==> src/rtl/id_exe_stage_reg.sv <==
// ID->EXE pipeline register: 1-cycle latency, flush > freeze > load, saturating bubble counter.
// Optional ID_EXE_FWD_EN adds src1/src2/two_src fields for the forwarding unit.
module id_exe_stage_reg #(
    parameter int DATA_W     = 32,
    parameter int REG_ADDR_W = 4,
    parameter int CNT_W      = 16
) (
    input  logic                  clk,
    input  logic                  rst_n,
    input  logic                  freeze,
    input  logic                  flush,
    input  logic                  id_valid,
    input  logic [DATA_W-1:0]     id_pc,
    input  logic [3:0]            id_exe_cmd,
    input  logic                  id_mem_read,
    input  logic                  id_mem_write,
    input  logic                  id_wb_en,
    input  logic                  id_branch,
    input  logic                  id_s,
    input  logic                  id_imm,
    input  logic [11:0]           id_shift_op,
    input  logic [23:0]           id_simm24,
    input  logic [REG_ADDR_W-1:0] id_dest,
    input  logic [DATA_W-1:0]     id_val_rn,
    input  logic [DATA_W-1:0]     id_val_rm,
    input  logic                  id_carry,
`ifdef ID_EXE_FWD_EN
    input  logic [REG_ADDR_W-1:0] id_src1,
    input  logic [REG_ADDR_W-1:0] id_src2,
    input  logic                  id_two_src,
    output logic [REG_ADDR_W-1:0] exe_src1,
    output logic [REG_ADDR_W-1:0] exe_src2,
    output logic                  exe_two_src,
`endif
    output logic                  exe_valid,
    output logic [DATA_W-1:0]     exe_pc,
    output logic [3:0]            exe_exe_cmd,
    output logic                  exe_mem_read,
    output logic                  exe_mem_write,
    output logic                  exe_wb_en,
    output logic                  exe_branch,
    output logic                  exe_s,
    output logic                  exe_imm,
    output logic [11:0]           exe_shift_op,
    output logic [23:0]           exe_simm24,
    output logic [REG_ADDR_W-1:0] exe_dest,
    output logic [DATA_W-1:0]     exe_val_rn,
    output logic [DATA_W-1:0]     exe_val_rm,
    output logic                  exe_carry,
    output logic [CNT_W-1:0]      bubble_cnt
);

    logic                  r_valid;
    logic                  r_mem_read;
    logic                  r_mem_write;
    logic                  r_wb_en;
    logic                  r_branch;
    logic                  r_s;
    logic [DATA_W-1:0]     r_pc;
    logic [3:0]            r_exe_cmd;
    logic                  r_imm;
    logic [11:0]           r_shift_op;
    logic [23:0]           r_simm24;
    logic [REG_ADDR_W-1:0] r_dest;
    logic [DATA_W-1:0]     r_val_rn;
    logic [DATA_W-1:0]     r_val_rm;
    logic                  r_carry;
    logic [CNT_W-1:0]      r_bubble_cnt;

    logic w_load;
    logic w_bubble;

    assign w_load   = ~flush & ~freeze;
    // A bubble is any edge that writes exe_valid to 0: flush, or loading an empty ID slot.
    assign w_bubble = flush | (w_load & ~id_valid);

    // Control bits are qualified by id_valid so exe_valid=0 always implies no side effects.
    always_ff @(posedge clk or negedge rst_n) begin
        if (!rst_n) begin
            {r_valid, r_mem_read, r_mem_write, r_wb_en, r_branch, r_s} <= '0;
        end else if (flush) begin
            {r_valid, r_mem_read, r_mem_write, r_wb_en, r_branch, r_s} <= '0;
        end else if (!freeze) begin
            r_valid     <= id_valid;
            r_mem_read  <= id_valid & id_mem_read;
            r_mem_write <= id_valid & id_mem_write;
            r_wb_en     <= id_valid & id_wb_en;
            r_branch    <= id_valid & id_branch;
            r_s         <= id_valid & id_s;
        end
    end

    always_ff @(posedge clk or negedge rst_n) begin
        if (!rst_n) begin
            r_pc       <= '0;
            r_exe_cmd  <= '0;
            r_imm      <= 1'b0;
            r_shift_op <= '0;
            r_simm24   <= '0;
            r_dest     <= '0;
            r_val_rn   <= '0;
            r_val_rm   <= '0;
            r_carry    <= 1'b0;
        end else if (flush) begin
            r_pc       <= '0;
            r_exe_cmd  <= '0;
            r_imm      <= 1'b0;
            r_shift_op <= '0;
            r_simm24   <= '0;
            r_dest     <= '0;
            r_val_rn   <= '0;
            r_val_rm   <= '0;
            r_carry    <= 1'b0;
        end else if (!freeze) begin
            r_pc       <= id_pc;
            r_exe_cmd  <= id_exe_cmd;
            r_imm      <= id_imm;
            r_shift_op <= id_shift_op;
            r_simm24   <= id_simm24;
            r_dest     <= id_dest;
            r_val_rn   <= id_val_rn;
            r_val_rm   <= id_val_rm;
            r_carry    <= id_carry;
        end
    end

    always_ff @(posedge clk or negedge rst_n) begin
        if (!rst_n) begin
            r_bubble_cnt <= '0;
        end else if (w_bubble && !(&r_bubble_cnt)) begin
            r_bubble_cnt <= r_bubble_cnt + 1'b1;
        end
    end

`ifdef ID_EXE_FWD_EN
    logic [REG_ADDR_W-1:0] r_src1;
    logic [REG_ADDR_W-1:0] r_src2;
    logic                  r_two_src;

    always_ff @(posedge clk or negedge rst_n) begin
        if (!rst_n) begin
            r_src1    <= '0;
            r_src2    <= '0;
            r_two_src <= 1'b0;
        end else if (flush) begin
            r_src1    <= '0;
            r_src2    <= '0;
            r_two_src <= 1'b0;
        end else if (!freeze) begin
            r_src1    <= id_src1;
            r_src2    <= id_src2;
            r_two_src <= id_valid & id_two_src;
        end
    end

    assign exe_src1    = r_src1;
    assign exe_src2    = r_src2;
    assign exe_two_src = r_two_src;
`endif

    assign exe_valid     = r_valid;
    assign exe_pc        = r_pc;
    assign exe_exe_cmd   = r_exe_cmd;
    assign exe_mem_read  = r_mem_read;
    assign exe_mem_write = r_mem_write;
    assign exe_wb_en     = r_wb_en;
    assign exe_branch    = r_branch;
    assign exe_s         = r_s;
    assign exe_imm       = r_imm;
    assign exe_shift_op  = r_shift_op;
    assign exe_simm24    = r_simm24;
    assign exe_dest      = r_dest;
    assign exe_val_rn    = r_val_rn;
    assign exe_val_rm    = r_val_rm;
    assign exe_carry     = r_carry;
    assign bubble_cnt    = r_bubble_cnt;

endmodule

==> config.mk <==
export PLATFORM = sky130hd
export DESIGN_NAME = id_exe_stage_reg
export DESIGN_NICKNAME = d
export VERILOG_FILES = /design/src/rtl/id_exe_stage_reg.sv
export SDC_FILE = /design/constraint.sdc
export NUM_CORES = 1
export LEC_CHECK = 0
export ABC_AREA = 1
export BUFFER_PORTS_ARGS = -buffer_cell sky130_fd_sc_hd__buf_2
export CORE_MARGIN = 1
export CORE_UTILIZATION = 35
export CTS_CLUSTER_DIAMETER = 120
export DETAILED_ROUTE_END_ITERATION = 8
export PLACE_DENSITY_LB_ADDON = 0.08
export SLEW_MARGIN = 20
export SYNTH_ARGS = -nofsm -noshare
export SYNTH_HDL_FRONTEND = slang
export SYNTH_SLANG_ARGS = --single-unit
==> constraint.sdc <==
create_clock -name clk -period 3.75 [get_ports clk]
set_clock_uncertainty 0.05 [all_clocks]
set_input_delay 1.125 -clock clk [delete_from_list [all_inputs] [get_ports clk]]
set_output_delay 1.125 -clock clk [all_outputs]
set_load 0.02 [all_outputs]
== After elaboration in Yosys (flattened, before gate mapping) ==
Index checks and enable logic that the tools add are counted.
Storage, ports and cells
  word-level logic and storage cells: 62
  flip-flop bits (word level): 164
Cells by class
  equality and inequality tests: 1
  bitwise logic cells: 11
  muxes and demuxes: 30
  reduce and logical (&&, ||, !) cells: 3
  add/subtract/negate cells: 1
Operators with widths (number)
  $mux 32: 6
  $mux 24: 2
  $mux 12: 2
  $add 16x1->16 const B: 1
  $mux 1: 16
  $mux 4: 4
  $reduce_and 16->1: 1
  $and 1x1->1: 7
  $not 1->1: 3
  $ne 2x1->1 const B: 1
  $logic_and 1x1->1: 1
  $logic_not 1->1: 1
  $or 1x1->1: 1

== Logic depth before layout (Yosys ltp) ==
Gate-level depths: netlist of run 1.
  depth in word-level cells: 5
  depth in mapped cells: 9
  gate-level depth less buffers: 9

== Least setup slack after synthesis of run 1 ==
OpenSTA, ideal clock, no wires.
  path kind: in2reg
  start point: input flush
  end point: register r_val_rm[14] (netlist: exe_val_rm[14])
  path slack: 1.778 ns
  arrival: 1.856 ns
  path buffers: 2
  stages on the path: 7
  cell sequence: inv_2 -> nand2_2 -> inv_2 -> buf_2 -> buf_2 -> nand2_1 -> nand2_1
On the way
  cells in the longest elaborated chain, start to end: 1
Ends and longest elaborated chain
  from (decl): line 11  | input logic flush,
  $ne 2x1->1 (no line) / $mux 32 (equally long branches)
  to (signal assigned): line 122  | r_val_rm <= id_val_rm;
  to (decl): line 66  | logic [DATA_W-1:0] r_val_rm;
Several ways; a longest one is shown, not always the timed one.
A chain may end at the register's enable or synchronous reset.

== Worst setup path in the final report of run 1 ==
  start point: input flush
  end point: register r_bubble_cnt[3] (netlist: bubble_cnt[3])
On the way
  cells in the longest elaborated chain, start to end: 5
Ends and longest elaborated chain
  $not 1->1: line 73  | assign w_load = ~flush & ~freeze;
  $and 1x1->1: line 73
  $and 1x1->1: line 75  | assign w_bubble = flush | (w_load & ~id_valid);
  $or 1x1->1 *: line 75
  $logic_and 1x1->1 *: line 130  | end else if (w_bubble && !(&r_bubble_cnt)) begin
  to (signal assigned): line 131  | r_bubble_cnt <= r_bubble_cnt + 1'b1;
  to (decl): line 68  | logic [CNT_W-1:0] r_bubble_cnt;
Mark *: on every way between the ends. The rest lies on a longest branch, timed or not.

==> impl_results.md, run 1 <==
- Starting Density: between 30% and 40%
- Mean Syn Cell Area: 8.66 sq um
- CTS buffer count: 17
- Seq/Total Area, Yosys: 60.2%
- Max incr delay on CP: 510 ps
- # clock sinks: 164
- Hold Path Origin: exe_pc[1]$_DFFE_PN0P_
- Routed wire length: 19.9 mm
- Htree depth: 4
- Core area: around 0.019 sq mm
- Area Growth Syn to Fin: 36.0%
- CTS Buffer Depth: 2
- Mapped Nets: 940
- Worst r2r dst: bubble_cnt[3]$_DFFE_PN0P_
- Clk_lat worst skew: 420 ps
- PwrDens: just over 500 mW/mm^2
- Total number of vias: between 6,000 and 7,000
- I/O pins: around 320
- CP cell instances: buf_2, inv_4, nand2_4, buf_4, nand2_2, nor2_4, o21ai_0
- Total GRT Usage: between 20% and 30%
- Vias in the first global route: 6,143
- Share of cells above drive strength 1: 34.3%
- Worst slew pin tran: 936 ps
- DIE HEIGHT: 142 um
- Clock Pin Slew Worst Setup and Hold Paths: 70 ps
- Slowest CP cell: buf_4
- Status: completed
- Routed Antenna Nets: 0
- Setup CP Type: in2reg
- Vias per Instance: ~4.6
- Mapped Cells: 787
- # Post-CTS Setup Buffers: 0
- Root Buffer: clkbuf_16
- DRC Markers: 0
- Most frequent cells in the layout: nand2_1, buf_2, dfrtp_1, nand3_1, clkbuf_16
- Startpoint Class: input pin
- RSZ-0062 raised after global routing: no
- Hold buffers post-CTS: 0
- Fmax achieved: around 0.42 GHz
- DP Wirelength: 13.5 mm
- Post-synthesis register bit count: 164
- Worst R2R Setup Slack: 2050 ps
- Dpl cell area: 0.00863 sq mm
- Initial antenna violation count: 1
- Synth warn: 0
- CP Data Required Time: approximately 4000 ps
- Placed instance count: 1,322
- Fin crit share: 63.1%
- Leak: 5.34 nW
- Nets: 1,234
- First-pass DRT Iterations: 4
- Worst Path Max Fanout: a little over 60
- Setup ws final: about 1400 ps
- Worst setup path startpoint: flush
- Die area: 0.0200 sq mm
- Shortest period the worst path allows: 2370 ps
- WL/cell: 14.7 um
- Largest net degree at the start of global routing: a little under 90
- Reg2Reg Launch Point: bubble_cnt[0]$_DFFE_PN0P_
- Placer congestion estimate: 0.738
- Fin cells: 1,353
- Design area: a little over 0.009 sq mm
- I/O Buffers: around 320
- First-pass GRT wire length: 32.1 mm
- Hold Fails Final Rpt: 0
- Post-cts sizing count: 0
- R2R depth: 7
- Post-synthesis cell type count: 22
- Max IR drop VDD: 0.000287 V
- Hold Path End: exe_pc[1]$_DFFE_PN0P_
- Cell Rows: 50
- MaxCap Viol Count: 0
- Hold Path Class: reg2reg
- Commonest non-fill, non-tap cell in the layout: nand2_1
- Critical path capture point type: register
- TritonCTS clock tree: yes
- Setup violators final: 0
- Slew Limit Headroom: 37.6%
- Setup_tns: 0 ps
- GR Overflow Total: 0
- DP Worst Slack: 939 ps
- Worst EP arrival: approximately 2600 ps
- Final Max Slew Viols: 0
- Mapped Area: 0.00682 sq mm
- Hold path depth: 2
- Die Wd: around 140 um
- Initial drt markers: 291
[worst max-delay path: cells and delay by family]
kind	cells	cell delay [ps]
and+or+nand+nor	3	660
buffers and inverters	3	650
AOI/OAI and AO/OA	1	130
[sequential cells by signal, summed over array words and instances (netlist names), 4 cells and up]
name          count
exe_pc           32
exe_simm24       24
exe_val_rm       32
exe_shift_op     12
exe_val_rn       32
bubble_cnt       16
exe_exe_cmd       4
exe_dest          4
[worst max path at each step]
| stage | slack (ps) | cells after the start | endpoint |
|---|---|---|---|
| 5_1_grt | 1200 | 8 | bubble_cnt[6]$_DFFE_PN0P_ |
| 2_1_floorplan | 1780 | 7 | exe_val_rm[14]$_DFFE_PN0P_ |
| 4_1_cts | 1390 | 7 | bubble_cnt[3]$_DFFE_PN0P_ |
| 3_5_place_dp | 940 | 7 | bubble_cnt[3]$_DFFE_PN0P_ |
| 6_report | 1380 | 7 | bubble_cnt[3]$_DFFE_PN0P_ |
| 3_3_place_gp | 950 | 7 | bubble_cnt[3]$_DFFE_PN0P_ |
[layout make-up]
class	instances	area, sq um
fillers	1900	9620
flip-flops and latches	164	4100
multi-input cells	559	2450
repair buffers	323	1690
clock buffers	17	425
well taps	260	325
clock inverters	13	209
inverters	16	65.1
diodes	1	2.50
[metrics by stage]
stage	total power [mW]	hold slack, ps	util [%]
after floorplan	2.51	539	-
after global placement	2.88	406	45.7
after detailed placement	2.88	409	45.7
after CTS	4.79	426	49.1
after global routing	4.96	436	49.1
final	4.73	422	49.1
[cells in the mapped netlist]
library cell	instances	area, sq um
nand2_1	349	1310
dfrtp_1	164	4100
nand3_1	154	771
clkbuf_1	22	82.6
buf_2	19	95.1
nor2_1	16	60.1
inv_1	13	48.8
o21ai_0	10	50.1
buf_1	6	22.5
nand2_2	6	37.5
nand4_1	4	25.0
nor2_4	4	45.0
o21ai_2	4	35.0
inv_2	3	11.3
nor2_2	3	18.8
xnor2_1	3	26.3
xor2_1	2	17.5
buf_6	1	11.3
ha_1	1	12.5
nand2_4	1	11.3
o21ai_1	1	5.00
o21ai_4	1	16.3
[routing by layer]
metal  track usage [%]  wire length [um]
met5                 0                 0
met4              6.68               348
met3              6.31              1580
met2              34.0              9200
met1              25.3              8770
[logic make-up after synthesis]
group	share of synthesized area, %
AOI/OAI and AO/OA	1.56
xor gates and xnor gates	0.643
adders and majority gates	0.184
buffers and inverters	3.98
DFF	60.2
and+or+nand+nor	33.4
[power breakdown]
part / total [mW] / leakage (nW) / switching [mW] / internal (mW)
registers: 2.03 / 2.13 / 0.114 / 1.92
clock network: 1.89 / 0.313 / 0.716 / 1.18
logic: 0.801 / 2.90 / 0.527 / 0.273
total: 4.73 / 5.34 / 1.36 / 3.37
Note: power is estimated with default switching activity, not from simulation.
==> run 2: changes to the inputs <==
==> constraint.sdc (replaced) <==
create_clock -name clk -period 2.2 [get_ports clk]
set_clock_uncertainty 0.05 [all_clocks]
set_input_delay 0.66 -clock clk [delete_from_list [all_inputs] [get_ports clk]]
set_output_delay 0.66 -clock clk [all_outputs]
set_load 0.02 [all_outputs]
==> run 2 against run 1 <==
Global-route usage fell by 0.26 points; non-clock buffer count rose by 3; first-iteration DRC count fell by 7.2%; setup slack got worse by 990 ps; routed wire length fell by 0.26%; critical path type is now reg2out; combinational power rose by 72%; sequential power rose by 71%; clock-buffer cell count rose by 2; power rose by 61%; worst hold slack got worse by 340 ps; largest power group unchanged; sequential share of layout area rose by 0.078 points; final area fell by 0.18%.
==> impl_results.md, run 2 (synthesis gave the netlist of run 1 again) <==
- Status: completed
- Htree depth: 4
- DRC Markers: 0
- Post-cts sizing count: 0
- Commonest non-fill, non-tap cell in the layout: nand2_1
- Routed Antenna Nets: 0
- Clock Pin Slew Worst Setup and Hold Paths: 70 ps
- Shortest period the worst path allows: 1810 ps
- Total number of vias: 6,265
- Total GRT Usage: 20.2%
- Die area: 0.0200 sq mm
- Worst path bufs/invs: 1
- Hold Path Class: in2async
- CP top delay family: flip-flops
- Critical path capture point type: output pin
- Dpl cell area: 0.00871 sq mm
- Setup violators final: 0
- CP cell instances: buf_2
- I/O pins: 316
- # Post-CTS Setup Buffers: 0
- Area Growth Syn to Fin: 35.8%
- Root Buffer: clkbuf_16
- Placed instance count: 1,325
- Die Wd: 142 um
- Slowest CP cell: dfrtp_1
- MaxCap Viol Count: 0
- TritonCTS clock tree: yes
- DP Wirelength: 13.5 mm
- Clk_lat worst skew: approximately 420 ps
- Setup_tns: 0 ps
- Final Max Slew Viols: 0
- Largest net degree at the start of global routing: about 110
- Initial antenna violation count: 3
- Most frequent cells in the layout: nand2_1, buf_2, dfrtp_1, nand3_1, clkbuf_16
- Setup CP Type: reg2out
- Worst slew pin tran: 558 ps
- Placer congestion estimate: 0.782
- Initial drt markers: 270
- Startpoint Class: register
- First-pass DRT Iterations: 4
- PwrDens: 821 mW/mm^2
- Worst Path Max Fanout: 6
- Max incr delay on CP: about 470 ps
- CTS Buffer Depth: 2
- Starting Density: 36.1%
- WL/cell: 14.6 um
- Nets: between 1,000 and 1,500
- GR Overflow Total: 0
- Vias per Instance: 4.61
- Cell Rows: 50
- Fin cells: between 1,000 and 1,500
- Leak: 5.32 nW
- Share of cells above drive strength 1: 34.5%
- Routed wire length: about 20 mm
- Worst EP arrival: between 1000 and 1500 ps
- Hold buffers post-CTS: 0
- Slew Limit Headroom: 62.8%
- DIE HEIGHT: 142 um
- Max IR drop VDD: 0.000507 V
- RSZ-0062 raised after global routing: no
- Hold Fails Final Rpt: 0
- First-pass GRT wire length: 31.5 mm
- Design area: 0.00925 sq mm
- CTS buffer count: 17
- Core area: roughly 0.019 sq mm
- # clock sinks: between 150 and 200
- Fin crit share: just over 80%
- I/O Buffers: 315
- Vias in the first global route: 5,942
- Fmax achieved: 0.552 GHz
- CP Data Required Time: 1490 ps
-- run 2: final cells by class --
cell class | instances | area, sq um
fillers | 1912 | 9640
flip-flops and latches | 164 | 4100
multi-input cells | 559 | 2450
repair buffers | 326 | 1770
clock buffers | 19 | 443
well taps | 260 | 325
clock inverters | 13 | 100
inverters | 16 | 65.1
diodes | 2 | 5.00
-- run 2: metal layers --
layer	wire length (um)	part of all wire, %	vias up	track usage [%]
met5	0	0	-	0
met4	445	2.2	0	7.41
met1	8640	44	2908	25.6
met2	9120	46	229	32.3
met3	1630	8.2	28	6.41
li1	-	-	3100	-
-- run 2: final timing paths --
| kind | from | endpoint | slack (ps) | cells after the start |
|---|---|---|---|---|
| max in group asynchronous | rst_n | bubble_cnt[6]$_DFFE_PN0P_ | 1390 | 2 |
| setup / recovery | bubble_cnt[2]$_DFFE_PN0P_ | bubble_cnt[2] | 390 | 1 |
| hold / removal | rst_n | exe_val_rn[29]$_DFFE_PN0P_ | 90 | 1 |
| setup reg to reg | bubble_cnt[0]$_DFFE_PN0P_ | bubble_cnt[6]$_DFFE_PN0P_ | 480 | 8 |
| hold reg to reg | exe_val_rn[21]$_DFFE_PN0P_ | exe_val_rn[21]$_DFFE_PN0P_ | 420 | 2 |
| min in group clk | id_pc[5] | exe_pc[5]$_DFFE_PN0P_ | 410 | 3 |
-- run 2: worst reg2reg max path: stages (launching register included) --
cell     delay, ps
dfrtp_1        460
ha_1           310
inv_2           90
nor2_4          50
nand2_4        100
nor2_4          50
nor2_4         350
nand2_1        120
o21ai_2         80
-- run 2: report_power, final --
part | total [mW] | leakage, nW | switching (mW) | internal (mW)
sequential | 3.47 | 2.13 | 0.194 | 3.27
combinational | 1.38 | 2.93 | 0.902 | 0.479
clock | 2.75 | 0.253 | 1.27 | 1.49
total | 7.60 | 5.32 | 2.36 | 5.24
-- run 2: through the flow --
step	total power, mW	hold slack [ps]	util, %	worst slack (ps)
after floorplan	4.28	314	-	570
after global placement	4.91	408	46.1	459
after detailed placement	4.92	409	46.1	438
after CTS	7.72	87.6	49.0	371
after global routing	7.97	102	49.0	325
final	7.60	85.8	49.0	388
==> run 3: changes to the inputs <==
==> constraint.sdc (replaced) <==
create_clock -name clk -period 1.7 [get_ports clk]
set_clock_uncertainty 0.05 [all_clocks]
set_input_delay 0.51 -clock clk [delete_from_list [all_inputs] [get_ports clk]]
set_output_delay 0.51 -clock clk [all_outputs]
set_load 0.02 [all_outputs]
==> run 3 against run 2 <==
Routed wire length increased by 4.1%; sequential power increased by 29%; cell count increased by 1.1%; critical path type unchanged.
==> impl_results.md, run 3 (synthesis gave the netlist of run 1 again) <==
- Status: completed
- Design area: 0.00958 sq mm
- Max incr delay on CP: 390 ps
- Worst Path Max Fanout: 6
- WL/cell: roughly 15 um
- Max IR drop VDD: 0.000715 V
- Fin cells: 1,374
- R2R depth: 7
- Cell Rows: 50
- Hold Path Class: in2reg
- Routed wl met3: 1.63 mm
- Startpoint Class: register
- Hold Path End: exe_pc[8]$_DFFE_PN0P_
- Reg2Reg Launch Point: bubble_cnt[0]$_DFFE_PN0P_
- Htree depth: 4
- Vias in the first global route: 6,322
- Setup ws final: 42.6 ps
- Final Max Slew Viols: 0
- Die Wd: 142 um
- Most frequent cells in the layout: nand2_1, buf_2, dfrtp_1, nand3_1, clkbuf_16
- Total GRT Usage: 21.3%
- Commonest non-fill, non-tap cell in the layout: nand2_1
- Worst r2r dst: bubble_cnt[5]$_DFFE_PN0P_
- Clk_lat worst skew: 420 ps
- DP Worst Slack: 162 ps
- I/O Buffers: 315
- Area Growth Syn to Fin: 40.5%
- M1 WL: 8.93 mm
- Worst EP arrival: 1100 ps
- MaxCap Viol Count: 0
- CP Data Required Time: 1140 ps
- Setup violators final: 0
- Dpl cell area: 0.00889 sq mm
- Placed instance count: 1,339
- Leak: 5.49 nW
- CTS buffer count: 17
- PwrDens: 1120 mW/mm^2
- Shortest period the worst path allows: around 1700 ps
- Setup_tns: 0 ps
- Initial drt markers: 312
- Fin crit share: a little over nine tenths
- DP Wirelength: 14.4 mm
- Largest net degree at the start of global routing: 78
- Slowest CP cell: dfrtp_1
- First-pass DRT Iterations: 4
- Uppermost layer routed: met4
- Clock Pin Slew Worst Setup and Hold Paths: 70 ps
- Slew Limit Headroom: 75.0%
- Total number of vias: 6,326
- Met2 wire length: between 9 and 10 mm
- Hold path depth: 3
- Routed wire length: 20.6 mm
- Worst R2R Setup Slack: around 140 ps
- I/O pins: 316
- Share of cells above drive strength 1: between 30% and 40%
- # clock sinks: 164
- Starting Density: 36.1%
- Routed Antenna Nets: 0
- Placer congestion estimate: around 0.76
- Hold Path Origin: id_pc[8]
- Vias per Instance: 4.60
- Hold Fails Final Rpt: 0
- Utilization after layout: 50.7%
- DRC Markers: 0
- Fmax achieved: 0.603 GHz
- Core area: 0.0189 sq mm
- CP cell instances: buf_6, buf_4
- Initial antenna violation count: 2
- CTS Buffer Depth: 2
- Setup CP Type: reg2out
- First-pass GRT wire length: roughly 33 mm
- Critical path capture point type: output pin
- Die area: 0.0200 sq mm
- Root Buffer: clkbuf_16
- DIE HEIGHT: 142 um
- TritonCTS clock tree: yes
- GR Overflow Total: 0
- Worst slew pin tran: between 300 and 400 ps
- Nets: roughly 1,300
run 3: cell types whose count changed in the layout (fill, tap and decap cells not counted):
cell,change
buf_4,+10
buf_12,+6
bufinv_16,+6
clkinvlp_4,-4
buf_2,-2
dfrtp_1,-2
dfrtp_2,+2
inv_6,-2
buf_6,+1
clkbuf_8,-1
clkinv_2,+1
clkinv_4,-1
dlygate4sd3_1,+1
run 3: report_power, final:
part	internal (mW)	switching (mW)	leakage (nW)
registers	4.24	0.247	2.13
clock network	2.75	1.61	0.321
logic	0.697	1.20	3.04
total	7.69	3.06	5.49
run 3: through the flow:
step | hold WS [ps] | power, mW
CTS | 239 | 10.9
finish | 258 | 10.7
floorplan | 164 | 5.54
global placement | 355 | 6.44
global route | 241 | 11.2
detailed placement | 356 | 6.45
run 3: how the worst max path moves through the flow:
stage,to,slack (ps),start,cells after the start
3_5_place_dp,bubble_cnt[5]$_DFFE_PN0P_,160,flush,7
6_report,bubble_cnt[0],40,bubble_cnt[0]$_DFFE_PN0P_,2
4_1_cts,bubble_cnt[0],4,bubble_cnt[0]$_DFFE_PN0P_,2
2_1_floorplan,bubble_cnt[13]$_DFFE_PN0P_,70,bubble_cnt[0]$_DFFE_PN0P_,9
3_3_place_gp,bubble_cnt[10]$_DFFE_PN0P_,180,flush,8
5_1_grt,bubble_cnt[0],-2,bubble_cnt[0]$_DFFE_PN0P_,2
run 3: layout make-up:
type,instances,area [sq um]
flip-flops and latches,164,4110
multi-input cells,559,2450
clock inverters,13,229
diodes,2,5.00
well taps,260,325
fillers,1935,9320
inverters,16,65.1
repair buffers,342,1970
clock buffers,18,429
run 3: routing by layer:
metal	vias to the layer above	track usage [%]
met3	15	7.36
li1	3146	-
met1	2954	26.3
met5	-	0
met4	0	5.55
met2	211	35.6
run 3: worst max-delay path, delay by kind of cell, from the launching register on:
kind | cells | cell delay [ps]
flip-flops | 1 | 390
buffers and inverters | 2 | 280
run 3: timing repair:
item	4_1_cts	5_1_grt
setup buffers	1	1
pin swaps	0	0
endpoints found under the setup margin	1	4
resized for setup	0	5
hold endpoints to repair	20	0
hold buffers	1	0
